==> src/rtl/inst_sram_responder_if.sv <==
// Fetch-side and backing-memory-side signals of the instruction SRAM responder.
// The slave modport is the responder; the master modport is the fetch stage plus memory.
interface inst_sram_responder_if;
   logic        inst_sram_en;
   logic [31:0] inst_sram_addr;
   logic [31:0] inst_sram_rdata;
   logic        inst_stall;
   logic        inst_flush;
   logic        mem_req;
   logic [31:0] mem_addr;
   logic        mem_addr_ok;
   logic        mem_data_ok;
   logic [31:0] mem_rdata;

   modport master (
      output inst_sram_en, inst_sram_addr, inst_flush,
      output mem_addr_ok, mem_data_ok, mem_rdata,
      input  inst_sram_rdata, inst_stall, mem_req, mem_addr
   );

   modport slave (
      input  inst_sram_en, inst_sram_addr, inst_flush,
      input  mem_addr_ok, mem_data_ok, mem_rdata,
      output inst_sram_rdata, inst_stall, mem_req, mem_addr
   );
endinterface

==> src/rtl/inst_sram_responder.sv <==
// Single-entry instruction fetch buffer: combinational hits, and a one-outstanding
// req/addr_ok/data_ok miss handshake to backing memory with flush-driven discard.
module inst_sram_responder #(
   parameter logic [31:0] reset_addr = 32'hbfc00000
) (
   input  logic                  clk,
   input  logic                  rst,
   inst_sram_responder_if.slave  bus
);
   typedef enum logic [1:0] {
      BOOT = 2'd0,
      IDLE = 2'd1,
      REQ  = 2'd2,
      WAIT = 2'd3
   } state_t;

   state_t      state_r, state_next_s;
   logic [31:0] pend_addr_r, pend_next_s;
   logic        drop_r, drop_next_s;
   logic        buf_valid_r;
   logic [29:0] buf_tag_r;
   logic [31:0] buf_data_r;
   logic        mem_req_r;
   logic [31:0] mem_addr_r;
   logic        hit_s, done_s, fill_s, busy_s;
   logic        unused_s;

   // Hits are suppressed during reset and flush so the stall never lies about stale data.
   assign hit_s = buf_valid_r & ~rst & ~bus.inst_flush &
                  (buf_tag_r == bus.inst_sram_addr[31:2]);
   assign bus.inst_stall      = bus.inst_sram_en & ~hit_s;
   assign bus.inst_sram_rdata = rst ? 32'd0 : buf_data_r;
   assign bus.mem_req         = mem_req_r;
   assign bus.mem_addr        = mem_addr_r;
   assign busy_s              = (state_r == REQ) | (state_r == WAIT);
   assign unused_s            = ^bus.inst_sram_addr[1:0];

   // Next-state, pending address and drop-flag logic.
   always_comb begin
      state_next_s = state_r;
      pend_next_s  = pend_addr_r;
      drop_next_s  = drop_r;
      done_s       = 1'b0;
      fill_s       = 1'b0;
      case (state_r)
         BOOT: begin
            state_next_s = REQ;
            pend_next_s  = reset_addr;
         end
         IDLE: begin
            if (bus.inst_sram_en & ~hit_s & ~bus.inst_flush) begin
               state_next_s = REQ;
               pend_next_s  = {bus.inst_sram_addr[31:2], 2'b00};
            end else begin
               state_next_s = IDLE;
            end
         end
         REQ: begin
            if (bus.mem_addr_ok & bus.mem_data_ok) begin
               state_next_s = IDLE;
               done_s       = 1'b1;
            end else if (bus.mem_addr_ok) begin
               state_next_s = WAIT;
            end else begin
               state_next_s = REQ;
            end
         end
         WAIT: begin
            if (bus.mem_data_ok) begin
               state_next_s = IDLE;
               done_s       = 1'b1;
            end else begin
               state_next_s = WAIT;
            end
         end
         default: begin
            state_next_s = BOOT;
         end
      endcase
      // A completing transaction always clears drop so the next request is not lost.
      if (done_s) begin
         drop_next_s = 1'b0;
         fill_s      = ~drop_r;
      end else if (bus.inst_flush & busy_s) begin
         drop_next_s = 1'b1;
      end else begin
         drop_next_s = drop_r;
      end
   end

   // State, buffer and registered memory-request outputs.
   always_ff @(posedge clk) begin
      if (rst) begin
         state_r     <= BOOT;
         pend_addr_r <= reset_addr;
         drop_r      <= 1'b0;
         buf_valid_r <= 1'b0;
         buf_tag_r   <= 30'd0;
         buf_data_r  <= 32'd0;
         mem_req_r   <= 1'b0;
         mem_addr_r  <= 32'd0;
      end else begin
         state_r     <= state_next_s;
         pend_addr_r <= pend_next_s;
         drop_r      <= drop_next_s;
         mem_req_r   <= (state_next_s == REQ);
         mem_addr_r  <= (state_next_s == REQ) ? pend_next_s : mem_addr_r;
         buf_valid_r <= ~bus.inst_flush & (fill_s | buf_valid_r);
         if (fill_s) begin
            buf_tag_r  <= pend_addr_r[31:2];
            buf_data_r <= bus.mem_rdata;
         end
      end
   end
endmodule

==> src/flat_wrapper.sv <==
// flat-port wrapper written by rule: the top's interface ports become plain ports
module inst_sram_responder_flat 
#(
   parameter logic [31:0] reset_addr = 32'hbfc00000
)
  (clk, rst, bus_inst_sram_en, bus_inst_sram_addr, bus_inst_flush, bus_mem_addr_ok, bus_mem_data_ok, bus_mem_rdata, bus_inst_sram_rdata, bus_inst_stall, bus_mem_req, bus_mem_addr);
  inst_sram_responder_if bus_i ();
  input  logic clk;
  input  logic rst;
  input wire logic [$bits(bus_i.inst_sram_en)-1:0] bus_inst_sram_en;
  input wire logic [$bits(bus_i.inst_sram_addr)-1:0] bus_inst_sram_addr;
  input wire logic [$bits(bus_i.inst_flush)-1:0] bus_inst_flush;
  input wire logic [$bits(bus_i.mem_addr_ok)-1:0] bus_mem_addr_ok;
  input wire logic [$bits(bus_i.mem_data_ok)-1:0] bus_mem_data_ok;
  input wire logic [$bits(bus_i.mem_rdata)-1:0] bus_mem_rdata;
  output wire logic [$bits(bus_i.inst_sram_rdata)-1:0] bus_inst_sram_rdata;
  output wire logic [$bits(bus_i.inst_stall)-1:0] bus_inst_stall;
  output wire logic [$bits(bus_i.mem_req)-1:0] bus_mem_req;
  output wire logic [$bits(bus_i.mem_addr)-1:0] bus_mem_addr;
  assign bus_i.inst_sram_en = bus_inst_sram_en;
  assign bus_i.inst_sram_addr = bus_inst_sram_addr;
  assign bus_i.inst_flush = bus_inst_flush;
  assign bus_i.mem_addr_ok = bus_mem_addr_ok;
  assign bus_i.mem_data_ok = bus_mem_data_ok;
  assign bus_i.mem_rdata = bus_mem_rdata;
  assign bus_inst_sram_rdata = bus_i.inst_sram_rdata;
  assign bus_inst_stall = bus_i.inst_stall;
  assign bus_mem_req = bus_i.mem_req;
  assign bus_mem_addr = bus_i.mem_addr;
  inst_sram_responder #(.reset_addr(reset_addr)) u_core (.clk(clk), .rst(rst), .bus(bus_i));
endmodule
==> config.mk <==
export PLATFORM = sky130hd
export DESIGN_NAME = inst_sram_responder_flat
export DESIGN_NICKNAME = d
export VERILOG_FILES = /design/src/rtl/inst_sram_responder_if.sv /design/src/rtl/inst_sram_responder.sv /design/src/flat_wrapper.sv
export SDC_FILE = /design/constraint.sdc
export NUM_CORES = 1
export LEC_CHECK = 0
export ABC_CLOCK_PERIOD_IN_PS = 1750
export BUFFER_PORTS_ARGS = -buffer_cell sky130_fd_sc_hd__clkbuf_2
export CAP_MARGIN = 40
export CELL_PAD_IN_SITES_DETAIL_PLACEMENT = 1
export CELL_PAD_IN_SITES_GLOBAL_PLACEMENT = 1
export CORE_MARGIN = 2
export CORE_UTILIZATION = 30
export DETAILED_ROUTE_END_ITERATION = 10
export GPL_ROUTABILITY_DRIVEN = 0
export PLACE_DENSITY = 0.64
export SYNTH_ARGS = -nofsm -noshare
export SYNTH_HDL_FRONTEND = slang
export SYNTH_SLANG_ARGS = --single-unit
==> constraint.sdc <==
create_clock -name clk -period 1.75 [get_ports clk]
set_input_delay 0.0875 -clock clk [delete_from_list [all_inputs] [get_ports clk]]
set_output_delay 0.0875 -clock clk [all_outputs]
set_load 0.05 [all_outputs]
* Yosys cells after proc, flatten, opt, wreduce, memory -nomap -nowiden
Index checks and enable logic that the tools add are counted.
** Storage, ports and cells
- Register bits :: 131
- Output and inout port bits :: 66
- Logic and storage cells :: 41
** Operators by class
- Eq/ne operators :: 5
- Multiplexer cells :: 12
- Bitwise gates (word level) :: 14
- Reduce and logical (&&, ||, !) cells :: 2
** Operators with widths (number)
- 2-to-1 mux 32 bit :: 2
- one-hot mux 32 bit (2 select lines) :: 1
- equality test 30 bit :: 1
- AND 1 bit :: 8
- one-hot mux 2 bit (4 select lines) :: 1
- equality test 2 bit (second input constant) :: 3
- 2-to-1 mux 2 bit :: 3
- 2-to-1 mux 1 bit :: 4
- NOT 1 bit :: 4
- equality test 2 x 1 -> 1 bit (second input constant) :: 1
- zero test 2 bit :: 1
- OR 1 bit :: 2
- one-hot mux 1 bit (2 select lines) :: 1
- OR reduction 2 bit :: 1

* Depth between registers and ports, before layout
- Depth in word-level cells :: 10
- Gate-level depth with buffers :: 8

* Least setup slack after synthesis
OpenSTA, ideal clock, no wires.
- Kind :: flip-flop to flip-flop
- From :: register u_core.buf_valid_r
- To :: register u_core.mem_addr_r[10] (netlist: u_core.bus.mem_addr[10])
- Library setup time :: 0.089 ns
- Arrival :: 1.684 ns
- Required time :: 1.661 ns
- Path slack :: -0.023 ns
- Cell stages (with the launch flop) :: 8
- Path buffers :: 2
- Cell sequence :: dfxtp_1 or3b_4 nor4_4 nand4_2 o21a_1 buf_6 buf_6 o32ai_2
** On the way
- Longest elaborated chain between the ends :: 9
- Elaborated cells on any way between the ends :: 11
- Those cells by class :: eq/ne (1); mux (4); bitwise (6)
** RTL lines
- start: declaration :: line inst_sram_responder.sv:20 : logic buf_valid_r;
- start signal: assignment :: line inst_sram_responder.sv:108 : buf_valid_r <= ~bus.inst_flush & (fill_s | buf_valid_r);
- AND 1 bit * (3 in a row) :: line inst_sram_responder.sv:29 : assign hit_s = buf_valid_r & ~rst & ~bus.inst_flush &
- NOT 1 bit * :: line inst_sram_responder.sv:51 : if (bus.inst_sram_en & ~hit_s & ~bus.inst_flush) begin
- AND 1 bit * (2 in a row) :: line inst_sram_responder.sv:51
- 2-to-1 mux 2 bit :: line inst_sram_responder.sv:51
- one-hot mux 2 bit (4 select lines) :: line inst_sram_responder.sv:45 : case (state_r)
- equality test 2 bit :: line inst_sram_responder.sv:107 : mem_addr_r <= (state_next_s == REQ) ? pend_next_s : mem_addr_r;
- end signal: assignment :: line inst_sram_responder.sv:107
- end: declaration :: line inst_sram_responder.sv:24 : logic [31:0] mem_addr_r;
Every way passes the cells marked *; elsewhere a longest branch is shown, timed or not.
A chain may end at the register's enable or synchronous reset.

* Worst setup path after layout
- From :: register u_core.buf_tag_r[29]
- To :: output bus_inst_stall
** On the way
- Longest elaborated chain between the ends :: 4
** RTL lines
- start: declaration :: line inst_sram_responder.sv:21 : logic [29:0] buf_tag_r;
- start signal: assignment :: line inst_sram_responder.sv:110 : buf_tag_r <= pend_addr_r[31:2];
- equality test 30 bit :: line inst_sram_responder.sv:30 : (buf_tag_r == bus.inst_sram_addr[31:2]);
- AND 1 bit :: line inst_sram_responder.sv:29
- NOT 1 bit :: line inst_sram_responder.sv:31 : assign bus.inst_stall = bus.inst_sram_en & ~hit_s;
- AND 1 bit :: line inst_sram_responder.sv:31
- end: declaration :: line flat_wrapper.sv:17 : output wire logic [$bits(bus_i.inst_stall)-1:0] bus_inst_stall;
No other way between the ends.

==> qor.txt <==
commonest cells after routing, fill and taps aside = nand2_1, clkbuf_2, dfxtp_1
worst-path fanout max = 2
Die Height = 144 um
EDFF count, synth = 0
synthesized area = 5870 um^2
period utilization = 124%
Yosys reg bits = 131
fin cells = 1,201
initial core utilization = 30.4%
final HPWL from detailed placement = 12,600 um
Setup WS pre-CTS = -0.243 ns
largest net degree at the start of global routing = 100
share of post-route cells with drive strength above 1 = 36.8%
violated checks = setup timing
max-slew violation count = 0
P per Cell Area = 894 nW/um^2
first-pass GRT wire length = 31,900 um
DR vias = 5,970
Syn. warnings = 0
H-tree levels = 4
Syn-to-layout area delta = 57.6%
Iter 0 DRT Violations = 293
vias in the first global route = 5,933
First-pass DRT Iterations = 6
Worst Path Arrival = 2.09 ns
Mapped Cells = 688
commonest non-fill, non-tap cell in the layout = nand2_1
routed wl met3 = 1210 um
simple-gate share of the synthesized area = 21.7%
grt ovf = 0
I/O Buffers = 133
ANT cells = 0
Max IR drop VDD = 0.000675 V
critical setup path kind = flop to primary output
Synth top area share = 44.7%
Seq. cell area = 2630 um^2
# IOs = 136
syn_nets = 758
main combinational cell family by area after synthesis = simple AND/OR/NAND/NOR gates
clock buffer depth = 2
nets = 993
status = finished with violations
adder-cell share of the synthesized area = 0%
Setup Viol. Count Final = 68
Hold WC Path Type = input pin to flop
Max-Slew Margin vs Limit = 55.2%
Fmax achieved = 0.460 GHz
Critical Path RT = 1.66 ns
setup TNS = -19.72 ns
mux share of post-synthesis cell area = 1.87%
clock slew at reported path FFs = 0.06 ns
setup slack after layout = -0.426 ns
Root Driver = clkbuf_16
multi-input logic area = 3280 um^2
FILL cells = 2,191
DIE AREA = 20,700 um^2
DRT antenna net count = 0
P_leak = 3.68 nW
hold slack = 0.0215 ns
Syn Area/Cell = 8.54 um^2
routed metal-1 wirelength = 9710 um
Seq/Total Area, Yosys = 44.7%
TritonCTS Buffers = 17
Worst Skew = 0.00812 ns
fin util = 47.9%
clock latency on the worst-skew pair = 0.42 ns
DR WL/cell = 18.6 um
die width = 144 um
Critical Path End Type = primary output
total of max-cap violations = 0
xor-xnor portion of the synthesized cell area = 4.47%
crit path launch type = flop
Post-Place Cells = 1,088
Final Instance Area = 9250 um^2
global-route usage over all layers = 19.9%
post-synthesis compound-gate area fraction = 20.3%
top cells by area, synth = dfxtp_1, nand2_1, o32ai_2
DRC errors left = 0
CTS tree = yes
Total Wirelength = 22,300 um
vias per std cell = 4.97
met2 WL = 11,000 um
initial antenna violation count = 0
area leader, netlist = dfxtp_1
Least-Margin Pin Slew = 0.670 ns
Final Hold Violating Endpoints = 0
Netlist cell types = 33
Final min period = 2.18 ns
CTS sink count = 131
RSZ-0062 raised after global routing = yes
top sig layer = met4
Async S/R FF share, synth = 0%
Power Total = 8.28 mW
ys flop type = dfxtp_1
Core ar. = 19,300 um^2
Rows = 51
placed cell areas = 7190 um^2
==> worst max-delay path: stages, from the launching register on <==
cell and delay, ns:
dfxtp_4 0.36, xor2_4 0.16, nor4_4 0.32, nand4_1 0.18, buf_4 0.18, buf_6 0.11, o21a_4 0.21, buf_8 0.15
==> state kept, by name, summed over array words and instances (netlist names) <==
register / cells
u_core.bus.mem_addr: 32
u_core.bus.mem_req: 1
u_core.buf_valid_r: 1
u_core.buf_tag_r: 30
u_core.state_r: 2
u_core.buf_data_r: 32
u_core.drop_r: 1
u_core.pend_addr_r: 32
==> final cells by class <==
class / count / area share [%]
inverters: 43 / 1.74
clock buffers: 23 / 5.16
clock inverters: 9 / 1.12
well taps: 265 / 3.58
multi-input cells: 461 / 35.5
repair buffers: 269 / 24.4
flip-flops and latches: 131 / 28.5
==> logic make-up after synthesis <==
logic type,after synthesis
XOR/XNOR,30
AO/OA/AOI/OAI,153
flip-flops,131
buffers and inverters,97
multiplexers,11
AND/OR/NAND/NOR,266
==> cells in the mapped netlist, types with 10 or more instances <==
cell / instances
nand2_1: 151
dfxtp_1: 131
a21oi_1: 74
clkbuf_1: 43
inv_1: 43
nor2b_1: 41
xor2_1: 30
o32ai_2: 27
nor3_1: 24
o22ai_1: 21
o32ai_1: 15
nor4_1: 13
nor3b_1: 12
mux2i_1: 11
nand3_1: 10
==> worst paths after layout <==
kind | start | end | slack (ns) | depth (start not counted)
max | u_core.buf_tag_r[29] | bus_inst_stall | -0.43 | 7
min | bus_inst_sram_addr[18] | u_core.bus.mem_addr[18] | 0.02 | 3
max reg2reg | u_core.buf_tag_r[29] | u_core.bus.mem_addr[5] | -0.40 | 10
min reg2reg | u_core.buf_data_r[25] | u_core.buf_data_r[25] | 0.45 | 2
==> report_power, final <==
part / switching (mW) / internal (mW) / leakage (nW)
Clock: 1.38 / 2.20 / 0.283
Combinational: 0.946 / 0.583 / 2.33
Sequential: 0.0658 / 3.09 / 1.07
==> repair_timing <==
action	4_1_cts	5_1_grt
buffers inserted	8	11
resized for setup	31	76
cloned	3	10
endpoints found under the setup margin	68	84
hold endpoints to repair	71	0
pin swaps	4	39
hold buffers	53	0
==> metal layers <==
| metal | vias up | track usage, % |
|---|---|---|
| li1 | 2844 | - |
| met1 | 2936 | 24.9 |
| met2 | 160 | 33.4 |
| met3 | 30 | 5.80 |
| met4 | 0 | 5.73 |
| met5 | - | 0 |
Note: power is estimated with default switching activity, not from simulation.
